==> src/rtl/u_rec_fifo_pkg.sv <==
// Shared constants for the UART receive path and its receive FIFO.
package u_rec_fifo_pkg;

  // Receiver constants
  localparam int REC_DATA_W    = 8;

  // Receive FIFO defaults
  localparam int FIFO_DEPTH    = 8;
  localparam int FIFO_ADDR_W   = 3;
  localparam int MIN_FRAME_LOW = 64;

  // Width of the low-period counter that qualifies a frame
  localparam int LOW_CNT_W     = 8;

  // Saturating increment so very long idle-low periods never wrap back below the threshold
  function automatic logic [LOW_CNT_W-1:0] sat_inc(input logic [LOW_CNT_W-1:0] v);
    logic [LOW_CNT_W-1:0] r;
    if (v == {LOW_CNT_W{1'b1}}) begin
      r = v;
    end else begin
      r = v + LOW_CNT_W'(1);
    end
    return r;
  endfunction

endpackage

==> src/rtl/u_fifo_mem.sv <==
// Storage for the receive FIFO: synchronous write, asynchronous read, no reset on contents.
module u_fifo_mem
  import u_rec_fifo_pkg::*;
#(
  parameter int DEPTH  = FIFO_DEPTH,
  parameter int ADDR_W = FIFO_ADDR_W,
  parameter int W      = REC_DATA_W
) (
  input  logic              clk_i,
  input  logic              we_i,
  input  logic [ADDR_W-1:0] waddr_i,
  input  logic [W-1:0]      wdata_i,
  input  logic [ADDR_W-1:0] raddr_i,
  output logic [W-1:0]      rdata_o
);

  logic [W-1:0] mem_q [DEPTH];

  // Write port: capture the byte on the clock edge when enabled
  always_ff @(posedge clk_i) begin
    if (we_i) begin
      mem_q[waddr_i] <= wdata_i;
    end
  end

  assign rdata_o = mem_q[raddr_i];

endmodule

==> src/rtl/u_rec_fifo.sv <==
// Receive-side buffer behind the UART receiver: qualifies completed frames from the
// ready level, pushes bytes into a fall-through FIFO and flags overruns.
module u_rec_fifo
  import u_rec_fifo_pkg::*;
#(
  parameter int DEPTH   = FIFO_DEPTH,
  parameter int ADDR_W  = FIFO_ADDR_W,
  parameter int MIN_LOW = MIN_FRAME_LOW
) (
  input  logic              sys_clk,
  input  logic              sys_rst_l,
  input  logic [7:0]        rec_dataH,
  input  logic              rec_readyH,
  input  logic              fifo_readH,
  input  logic              clr_ovrH,
  output logic [7:0]        fifo_dataH,
  output logic              fifo_validH,
  output logic              fifo_fullH,
  output logic [ADDR_W:0]   fifo_countH,
  output logic              overrunH
);

  logic                 ready_q,   ready_d;
  logic                 armed_q,   armed_d;
  logic [LOW_CNT_W-1:0] low_cnt_q, low_cnt_d;
  logic [ADDR_W-1:0]    wr_ptr_q,  wr_ptr_d;
  logic [ADDR_W-1:0]    rd_ptr_q,  rd_ptr_d;
  logic [ADDR_W:0]      count_q,   count_d;
  logic                 ovr_q,     ovr_d;

  logic                 rise_s, fall_s, push_s, pop_s, full_s, wr_en_s;
  logic [7:0]           rdata_s;

  assign full_s = (count_q == (ADDR_W+1)'(DEPTH));

  // Next-state logic: edge detect, frame qualification, pointer/count/overrun update
  always_comb begin
    ready_d   = rec_readyH;
    armed_d   = armed_q;
    low_cnt_d = low_cnt_q;
    wr_ptr_d  = wr_ptr_q;
    rd_ptr_d  = rd_ptr_q;
    count_d   = count_q;
    ovr_d     = ovr_q;

    rise_s = rec_readyH & ~ready_q;
    fall_s = ~rec_readyH & ready_q;

    // A frame only counts if a fall was seen since the last rise and the line stayed low long enough
    if (fall_s) begin
      armed_d = 1'b1;
    end else if (rise_s) begin
      armed_d = 1'b0;
    end else begin
      armed_d = armed_q;
    end

    if (fall_s) begin
      low_cnt_d = LOW_CNT_W'(0);
    end else if (!rec_readyH) begin
      low_cnt_d = sat_inc(low_cnt_q);
    end else begin
      low_cnt_d = low_cnt_q;
    end

    push_s  = rise_s & armed_q & (low_cnt_q >= LOW_CNT_W'(MIN_LOW - 1));
    pop_s   = fifo_readH & (count_q != (ADDR_W+1)'(0));
    // A pop in the same cycle frees the slot, so a push into a full FIFO is still accepted
    wr_en_s = push_s & (~full_s | pop_s);

    if (wr_en_s) begin
      wr_ptr_d = wr_ptr_q + ADDR_W'(1);
    end else begin
      wr_ptr_d = wr_ptr_q;
    end

    if (pop_s) begin
      rd_ptr_d = rd_ptr_q + ADDR_W'(1);
    end else begin
      rd_ptr_d = rd_ptr_q;
    end

    case ({wr_en_s, pop_s})
      2'b10:   count_d = count_q + (ADDR_W+1)'(1);
      2'b01:   count_d = count_q - (ADDR_W+1)'(1);
      default: count_d = count_q;
    endcase

    // Setting wins over a coincident clear
    if (push_s & full_s & ~pop_s) begin
      ovr_d = 1'b1;
    end else if (clr_ovrH) begin
      ovr_d = 1'b0;
    end else begin
      ovr_d = ovr_q;
    end
  end

  // State registers with synchronous active-low reset
  always_ff @(posedge sys_clk) begin
    if (!sys_rst_l) begin
      ready_q   <= 1'b0;
      armed_q   <= 1'b0;
      low_cnt_q <= LOW_CNT_W'(0);
      wr_ptr_q  <= ADDR_W'(0);
      rd_ptr_q  <= ADDR_W'(0);
      count_q   <= (ADDR_W+1)'(0);
      ovr_q     <= 1'b0;
    end else begin
      ready_q   <= ready_d;
      armed_q   <= armed_d;
      low_cnt_q <= low_cnt_d;
      wr_ptr_q  <= wr_ptr_d;
      rd_ptr_q  <= rd_ptr_d;
      count_q   <= count_d;
      ovr_q     <= ovr_d;
    end
  end

  u_fifo_mem #(
    .DEPTH  (DEPTH),
    .ADDR_W (ADDR_W),
    .W      (8)
  ) u_mem (
    .clk_i   (sys_clk),
    .we_i    (wr_en_s),
    .waddr_i (wr_ptr_q),
    .wdata_i (rec_dataH),
    .raddr_i (rd_ptr_q),
    .rdata_o (rdata_s)
  );

  // Head byte is forced to zero while empty so stale storage never shows at the output
  assign fifo_validH = (count_q != (ADDR_W+1)'(0));
  assign fifo_fullH  = full_s;
  assign fifo_countH = count_q;
  assign overrunH    = ovr_q;
  assign fifo_dataH  = fifo_validH ? rdata_s : 8'h00;

endmodule

==> config.mk <==
export PLATFORM = sky130hd
export DESIGN_NAME = u_rec_fifo
export DESIGN_NICKNAME = d
export VERILOG_FILES = /design/src/rtl/u_rec_fifo_pkg.sv /design/src/rtl/u_fifo_mem.sv /design/src/rtl/u_rec_fifo.sv
export SDC_FILE = /design/constraint.sdc
export NUM_CORES = 1
export LEC_CHECK = 0
export CORE_UTILIZATION = 40
export CTS_CLUSTER_SIZE = 24
export DETAILED_ROUTE_END_ITERATION = 10
export PLACE_DENSITY_LB_ADDON = 0.12
export SETUP_SLACK_MARGIN = 0.05
export SLEW_MARGIN = 10
export SYNTH_ARGS = -nofsm -noshare
export SYNTH_HDL_FRONTEND = slang
export SYNTH_SLANG_ARGS = --single-unit
==> constraint.sdc <==
create_clock -name sys_clk -period 3.9 [get_ports sys_clk]
set_clock_uncertainty 0.15 [all_clocks]
set_input_delay 1.17 -clock sys_clk [delete_from_list [all_inputs] [get_ports sys_clk]]
set_output_delay 1.17 -clock sys_clk [all_outputs]
set_load 0.05 [all_outputs]
==> metrics.yaml <==
run_status:
  status: "completed"
detailed_routing:
  wirelength_mm: 6.435
  drt_iter0_markers: 57
  drc: 0
  wl_met1_mm: 3.072
  vias: 2036
  top_layer_used: "met4"
  wl_met3_um: 174
  first_pass_iters: 6
  drtAntennaViolNets: 0
  wl_per_cell_um: 16.21
  wl_met2_mm: 3.057
  via_per_inst: 5.128
clock_network:
  cts_num_sinks: 88
  cts_buffers: 9
  cts_setup_buffers: 0
  clk_pin_slew_ps: 80
  clock_latency_ps: 350
  cts_root_buf: "clkbuf_8"
  htreeDepth: 3
  clock_path_buffers: 2
  cts_hold_buf: 0
  cts_resized: 0
  cts_tree: "built"
power:
  swShare_pct: 20.66
  internal_power_mw: 1.317
  p_total_mw: 1.660
  peakVddDrop_v: 0.0002042
  power.switching_uw: 343.1
  p_leak_nw: 1.464
  power_frac_clock_pct: 37.1
  powerDensity_nw_per_um2: 381.9
  p_comb_share_pct: 2.3
  p_seq_share_pct: 60.6
logic_synthesis:
  synthArstFlopShare_pct: 0
  syn_area_um2: 3715
  synth.avg_cell_area_um2: 15.35
  yosys-top-cells-area: "edfxtp_1, dfxtp_1, mux4_2"
  ys_seq_elements: 88
  synth_top_flop_cell: "edfxtp_1"
  ys_types: 46
  yosys_warnings: 0
  synth_edf_count: 64
  ys_seq_area_share_pct: 64.67
  synth_nets: 263
  yosys.area.top_type: "edfxtp_1"
  syn_inst: 242
  synth_top_area_share_pct: 51.73
global_route:
  groute.usage.overall_pct: 14.53
  grt_max_degree: 19
  grt_pass1_vias: 2042
  overflow: 0
  grt_pass1_wl_mm: 10.34
  antenna_found_initial: 0
timing:
  fin_crit_ps: 3528
  hold_viol: 0
  timing.fmax_mhz: 283.4
  finalMaxSlewViolations: 0
  relSlewSlack_pct: 59.93
  setup_ws_ps: 371.9
  rsz0062_at_grt: "no"
  final-setup-viol-count: 0
  worst_pin_slew_ps: 600.2
  setup_tns_ps: 0
  min_period_over_period_pct: 90.47
worst_setup_path:
  critPathCaptureType: "output pin"
  crit_path_start_kind: "flip-flop"
  slowest_delay_ps: 790
  path_class: "reg -> out"
  cp.arrival_ps: 2210
  required_ps: 2580
  path_max_fanout: 9
  path_cells: "or4b_4 > inv_1 > clkdlybuf4s50_1"
  cp_slowest_cell: "clkdlybuf4s50_1"
floorplanning:
  die_w_um: 98.37
  die-area_um2: 9677
  start_util_pct: 41.98
  die_h_um: 98.37
  io_pins: 28
  core_area_um2: 8848
  rows: 34
placed_design:
  dp.final_hpwl_mm: 4.042
  port_buffers: 27
  post-place-ws_ps: 28.46
  place_congestion: 0.7603
layout:
  drive_above_1_share_pct: 21.11
  register_area_um2: 2402
  num_antenna_cells: 0
  layout_common_cells: "edfxtp_1, dfxtp_1, buf_4, nor2_1, clkdlybuf4s50_1"
  fillers: 782
  mostFrequentLayoutCell: "edfxtp_1"
  multi_input_area_um2: 1241
  area_growth_pct: 17.04
  nNetsFinal: 305
hold_path:
  hold_path.class: "reg -> reg"
run:
  maxCapViolations: 0
## registers in the layout (all words and copies together), names as in the netlist, named ones only
name,flops
overrunH,1
fifo_countH,4
low_cnt_q,8
rd_ptr_q,3
armed_q,1
u_mem.mem_q,64
ready_q,1
wr_ptr_q,3
## per-stage QoR
step                hold WS, ps  utilization (%)  std cells  area (um^2)
finish                    382.6            49.14        397         4348
detailed placement        373.7            46.93        381         4153
floorplan                 347.6                -        242         3715
CTS                       390.8            49.14        397         4348
global placement          369.6            46.93        381         4153
global route              435.7            49.14        397         4348
## cells in the mapped netlist (3+ instances only)
cell type	n
a31oi_1	3
and2_1	4
clkbuf_1	3
dfxtp_1	24
edfxtp_1	64
ha_1	8
inv_1	4
mux2i_1	16
mux4_2	16
nand2_1	9
nand2b_1	7
nand3_1	5
nor2_1	21
nor2b_1	8
nor3_1	5
xnor2_1	5
xor2_1	4
## critical path, delay by kind of cell (launching register included)
family | cells | cell delay (ps)
AND/OR/NAND/NOR | 1 | 570
buffers and inverters | 2 | 860
flip-flops | 1 | 430
## kinds of logic after synthesis
logic type               after synthesis  share of synthesized area [%]
adder cells (fa/ha/maj)                8                          2.695
AO/OA/AOI/OAI                         15                          2.628
XOR/XNOR                              10                          2.560
flip-flops                            88                          64.67
AND/OR/NAND/NOR                       73                          11.05
buffers and inverters                 15                          2.088
multiplexers                          33                          14.31
## cell type report
cell class	count	share of cell area [%]
well taps	108	3.108
clock inverters	7	1.640
multi-input cells	139	28.55
clock buffers	9	2.849
flip-flops and latches	88	55.25
repair buffers	41	8.173
inverters	5	0.4317
## power groups by stage
stage / Sequential [mW] / Combinational, mW / Clock [mW]
floorplan: 1.03 / 0.0139 / 0
global placement: 1.03 / 0.0377 / 0
detailed placement: 1.03 / 0.0384 / 0
CTS: 1.01 / 0.0386 / 0.634
global route: 1.01 / 0.0426 / 0.672
finish: 1.01 / 0.0379 / 0.617
## path summary, 6_finish.rpt
check / slack [ps] / startpoint / end / cells past startpoint
max: 370 / fifo_countH[1]$_SDFFE_PN0P_ / fifo_fullH / 3
min: 380 / fifo_countH[3]$_SDFFE_PN0P_ / fifo_countH[3]$_SDFFE_PN0P_ / 2
max reg2reg: 1030 / fifo_countH[1]$_SDFFE_PN0P_ / fifo_countH[2]$_SDFFE_PN0P_ / 10
min reg2reg: 380 / fifo_countH[3]$_SDFFE_PN0P_ / fifo_countH[3]$_SDFFE_PN0P_ / 2
## routing by layer
metal  GRT usage, %  up-vias
li1               -      996
met1          18.44      997
met2          23.73       31
met3          3.078       12
met4          7.233        0
met5              0        -
(Power assumes the default switching activity.)
